### src/rtl/debug_snapshot_monitor.sv
// debug_snapshot_monitor: snapshots watched architectural registers on commit-side debug events
// and streams them out over a valid/ready port.
// Events: mispredict, dump_req, and the watchdog hang rising edge (cause 0/2/1).
// Ports: clk, reset (async, active-low); event inputs commit_valid/mispredict/dump_req/hang_clr;
// watch_sel packed slot list (slot 0 in the LSBs); map_raddr/map_rdata and prf_raddr/prf_rdata taps;
// out_* snapshot stream; busy, hang, mispredict_count, drop_count status.
// Optional feature: define DBG_SNAPSHOT_WATCHDOG_EN to build the commit watchdog and hang cause.
module debug_snapshot_monitor #(
  parameter int NUM_WATCH = 4,
  parameter int AREG_W    = 5,
  parameter int PREG_W    = 7,
  parameter int DATA_W    = 32,
  parameter int CNT_W     = 16,
  parameter int TIMEOUT   = 2000,
  localparam int SLOT_W   = NUM_WATCH > 1 ? $clog2(NUM_WATCH) : 1
) (
  input  logic                        clk,
  input  logic                        reset,
  input  logic                        commit_valid,
  input  logic                        mispredict,
  input  logic                        dump_req,
  input  logic                        hang_clr,
  input  logic [NUM_WATCH*AREG_W-1:0] watch_sel,
  output logic [AREG_W-1:0]           map_raddr,
  input  logic [PREG_W-1:0]           map_rdata,
  output logic [PREG_W-1:0]           prf_raddr,
  input  logic [DATA_W-1:0]           prf_rdata,
  output logic                        out_valid,
  input  logic                        out_ready,
  output logic [1:0]                  out_cause,
  output logic [SLOT_W-1:0]           out_slot,
  output logic [PREG_W-1:0]           out_preg,
  output logic [DATA_W-1:0]           out_data,
  output logic [CNT_W-1:0]            out_seq,
  output logic                        out_last,
  output logic                        busy,
  output logic                        hang,
  output logic [CNT_W-1:0]            mispredict_count,
  output logic [CNT_W-1:0]            drop_count
);
  typedef enum logic [1:0] {IDLE, MAP, RD, OUT} state_t;
  state_t              state_q, state_d;
  logic [SLOT_W-1:0]   slot_q, slot_d;
  logic [PREG_W-1:0]   preg_q, preg_d;
  logic [DATA_W-1:0]   data_q, data_d;
  logic [1:0]          cause_q, cause_d;
  logic [CNT_W-1:0]    seq_q, seq_d, mcnt_q, mcnt_d, dcnt_q, dcnt_d;
  logic                hang_ev, last, drop;
`ifdef DBG_SNAPSHOT_WATCHDOG_EN
  localparam int WD_W = $clog2(TIMEOUT + 1);
  logic [WD_W-1:0] wd_q, wd_d;
  logic            hang_q, hang_d, hang_set;
  // hang_set marks the cycle whose edge brings the counter to TIMEOUT
  assign hang_set = !commit_valid && wd_q == WD_W'(TIMEOUT - 1);
  assign wd_d     = commit_valid ? '0 : wd_q == WD_W'(TIMEOUT) ? wd_q : wd_q + 1'b1;
  assign hang_d   = hang_set | (hang_q & !hang_clr);
  assign hang_ev  = hang_set & !hang_q;
  assign hang     = hang_q;
  always_ff @(posedge clk or negedge reset)
    if (!reset) begin
      wd_q   <= '0;
      hang_q <= 1'b0;
    end else begin
      wd_q   <= wd_d;
      hang_q <= hang_d;
    end
`else
  localparam int unused_timeout = TIMEOUT;
  logic unused_ok;
  assign unused_ok = &{1'b0, hang_clr, commit_valid};
  assign hang_ev   = 1'b0;
  assign hang      = 1'b0;
`endif
  assign busy             = state_q != IDLE;
  assign last             = slot_q == SLOT_W'(NUM_WATCH - 1);
  assign out_valid        = state_q == OUT;
  assign out_last         = out_valid & last;
  assign out_slot         = slot_q;
  assign out_preg         = preg_q;
  assign out_data         = data_q;
  assign out_cause        = cause_q;
  assign out_seq          = seq_q;
  assign mispredict_count = mcnt_q;
  assign drop_count       = dcnt_q;
  assign map_raddr        = state_q == MAP ? watch_sel[int'(slot_q)*AREG_W +: AREG_W] : '0;
  assign prf_raddr        = state_q == RD ? preg_q : '0;
  // while busy every event is dropped; in IDLE only the losers of the priority pick are
  assign drop = busy ? (dump_req | hang_ev | mispredict)
                     : (dump_req & (hang_ev | mispredict)) | (hang_ev & mispredict);
  always_comb begin
    state_d = state_q;
    slot_d  = slot_q;
    preg_d  = preg_q;
    data_d  = data_q;
    cause_d = cause_q;
    seq_d   = seq_q;
    mcnt_d  = (mispredict && !(&mcnt_q)) ? mcnt_q + 1'b1 : mcnt_q;
    dcnt_d  = (drop && !(&dcnt_q)) ? dcnt_q + 1'b1 : dcnt_q;
    case (state_q)
      IDLE: if (dump_req | hang_ev | mispredict) begin
        state_d = MAP;
        slot_d  = '0;
        cause_d = dump_req ? 2'd2 : hang_ev ? 2'd1 : 2'd0;
        seq_d   = mcnt_d;
      end
      MAP: begin
        preg_d  = map_rdata;
        state_d = RD;
      end
      RD: begin
        data_d  = prf_rdata;
        state_d = OUT;
      end
      OUT: if (out_ready) begin
        state_d = last ? IDLE : MAP;
        slot_d  = last ? slot_q : slot_q + 1'b1;
      end
      default: state_d = IDLE;
    endcase
  end
  always_ff @(posedge clk or negedge reset)
    if (!reset) begin
      state_q <= IDLE;
      slot_q  <= '0;
      preg_q  <= '0;
      data_q  <= '0;
      cause_q <= '0;
      seq_q   <= '0;
      mcnt_q  <= '0;
      dcnt_q  <= '0;
    end else begin
      state_q <= state_d;
      slot_q  <= slot_d;
      preg_q  <= preg_d;
      data_q  <= data_d;
      cause_q <= cause_d;
      seq_q   <= seq_d;
      mcnt_q  <= mcnt_d;
      dcnt_q  <= dcnt_d;
    end
endmodule

### config.mk
export PLATFORM = sky130hd
export DESIGN_NAME = debug_snapshot_monitor
export DESIGN_NICKNAME = d
export VERILOG_FILES = /design/src/rtl/debug_snapshot_monitor.sv
export SDC_FILE = /design/constraint.sdc
export NUM_CORES = 1
export LEC_CHECK = 0
export BUFFER_PORTS_ARGS = -buffer_cell sky130_fd_sc_hd__buf_2
export CAP_MARGIN = 40
export CORE_ASPECT_RATIO = 1.4
export CORE_UTILIZATION = 48
export CTS_CLUSTER_DIAMETER = 200
export DETAILED_ROUTE_END_ITERATION = 8
export PLACE_DENSITY_LB_ADDON = 0.1
export SKIP_CTS_REPAIR_TIMING = 1
export SYNTH_ARGS = -nofsm -noshare
export SYNTH_HDL_FRONTEND = slang
export SYNTH_SLANG_ARGS = --single-unit
### constraint.sdc
create_clock -name clk -period 2.5 [get_ports clk]
set_input_delay 0.125 -clock clk [delete_from_list [all_inputs] [get_ports clk]]
set_output_delay 0.125 -clock clk [all_outputs]
set_load 0.02 [all_outputs]
==> metrics.csv <==
metric;value;unit
Final #Nets;592;
Worst-path clk slew;0.06;ns
synth unique cells;50;
crit path capture type;register;
Die Span X;81.80;um
DP Wirelength;6720;um
FF-to-FF Start;state_q[0];
fraction of synthesized area in multiplexers;16.05;%
CP Class;register to register;
Post-Place Cell Area;5236;um2
clock sink count;92;
met3 Use GR;3.840;%
Yosys warning count;0;
Fin. Hold Viols;0;
worst slew pin tran;0.7094;ns
Final WS setup;0.4162;ns
Filler Cells Inserted;722;
antenna violations before repair;0;
simple-gate share of the synthesized area;15.99;%
Hold Crit Start;prf_rdata[14];
die footprint;9301;um2
Seq/Total Area, Yosys;53.80;%
crit-path cells;inv_1, ha_1, a21boi_0, nor2_1, and2_1, mux2_2;
hold slack;0.01966;ns
die height;113.7;um
delay of the slowest critical-path stage;0.44;ns
top cell type's share of synthesized area;53.80;%
global route total overflow;0;
GR Util met2;32.73;%
Avg WL per Cell;14.43;um
Peak VDD IR;0.7908;mV
I/O Pins;173;
Cells after Synth;346;
pwr/cell area;1220;nW/um2
main flop type after synthesis;dfrtp_1;
synthesis-to-finish area growth;29.36;%
run status;completed;
Pleak;2.762;nW
post-synthesis compound-gate area fraction;5.819;%
htree depth;3;
largest family of logic cells by synthesized area;multiplexers;
#FFs+latches synth;92;
Slew Limit Fails;0;
largest net degree at the start of global routing;57;
Max Fclk;0.4799;GHz
Slew headroom;52.27;%
global-route wire length before repair;14300;um
top cells by area, synth;dfrtp_1 (54%), mux2_2 (13%), xnor2_1 (3.5%);
most used routing layer;met2;
Design Power;6.751;mW
max cap viols;0;
Setup crit start kind;register;
CP required;2.72;ns
layout cell share with drive strength beyond 1;48.37;%
Post-synth EDFFs;0;
maximum root-to-sink buffer count;2;
Min-Delay Path Class;input port to register;
Adder-Cell Fraction of Synth Area;2.339;%
mean post-synth cell area;12.37;um2
Slowest cell on crit path;a21boi_0;
GR Util met1;25.28;%
GRT Overall Usage;20.16;%
worst endpoint data arrival time;2.31;ns
Synth area leader;dfrtp_1;
Clock Tree Root;clkbuf_16;
design area;5535;um2
part of the cycle the worst path needs;83.35;%
later-pin clock latency in the skew report;0.34;ns
vias per inst;5.288;
post-route ant nets;0;
Buf/Inv on CP;1;
Final setup viols;0;
setup TNS;0;ns
pre-CTS setup slack;0.4365;ns
Initial Util;49.71;%
Post-synth ARST share;100.0;%
length of the first detailed-routing pass in iterations;4;
CP startpoint;state_q[0];
crit path max fanout;7;
vias in the first global route;2993;
post-synthesis xor/xnor area fraction;3.889;%
core area;8608;um2
drt first-iter violations;111;
Antenna Cells;0;
port bufs;168;
RSZ-0062 raised after global routing;no;
CP delay by family, top;compound AO/OA/AOI/OAI gates;
cts bufs inserted;9;
Rows;40;
drt total wl;9065;um
synthesized area;4279;um2
clk_skew;0.006368;ns
CTS tree;done;
routability cong.;0.7814;
DRC viols;0;
Via Count;3321;
Tmin final;2.084;ns
power by group:
group / switching [mW] / internal [mW]
combinational: 1.71 / 1.26
clock: 0.545 / 0.750
sequential: 0.445 / 2.05
area by class of cell:
class	count	area, um2	area share (%)
flip-flops and latches	92	2302	41.59
well taps	105	131.4	2.373
clock inverters	4	22.52	0.4069
clock buffers	12	266.5	4.815
multi-input cells	236	1894	34.22
repair buffers	173	895.9	16.18
inverters	6	22.52	0.4069
worst paths after layout:
path / to / slack, ns / cells past startpoint
setup / recovery: drop_count[1] / 0.42 / 6
hold / removal: out_data[14] / 0.02 / 2
setup reg to reg: drop_count[1] / 0.42 / 6
hold reg to reg: out_seq[2] / 0.47 / 2
max in group asynchronous: out_seq[8] / 1.55 / 3
min in group asynchronous: out_preg[3] / 0.29 / 2
through the flow:
step / instances / utilization (%)
floorplan: 347 / -
global placement: 611 / 60.83
detailed placement: 611 / 60.83
CTS: 627 / 64.19
global route: 628 / 64.30
finish: 628 / 64.30
cell families after synthesis:
group | count (synthesis)
buf+inv | 19
compound gates | 36
fa+ha+maj | 8
flops | 92
mux | 56
simple gates | 115
xor+xnor | 19
other cells | 1
layout by cell type, fill, tap and decap left out, drive strengths merged, types with 6 or more instances in the layout:
cell and instances:
buf 172, dfrtp 92, mux2 51, nand2 22
xnor2 17, nor2 15, and2 15, nand3 14
nand4 13, clkbuf 12, o21ai 11, ha 8
and4 7, and3 7, inv 6, o31ai 6
state kept, by name, indices dropped and copies added (netlist names):
register,cells
out_preg,7
mispredict_count,16
drop_count,16
out_cause,1
out_seq,16
out_data,32
out_slot,2
state_q,2
metal layers:
layer,routed length (um),share of wire (%)
met1,3879,43
met2,4436,49
met3,578,6.4
met4,170,1.9
met5,0,0
cells in the mapped netlist (5+ instances only):
library cell / n
dfrtp_1: 92
mux2_2: 51
nand2_1: 22
xnor2_1: 17
and2_1: 15
nor2_1: 15
nand3_1: 14
nand4_1: 10
o21ai_0: 10
ha_1: 8
and4_1: 7
and3_1: 6
clkbuf_1: 6
inv_1: 6
o31ai_1: 6
mux4_2: 5
(Power assumes the default switching activity.)
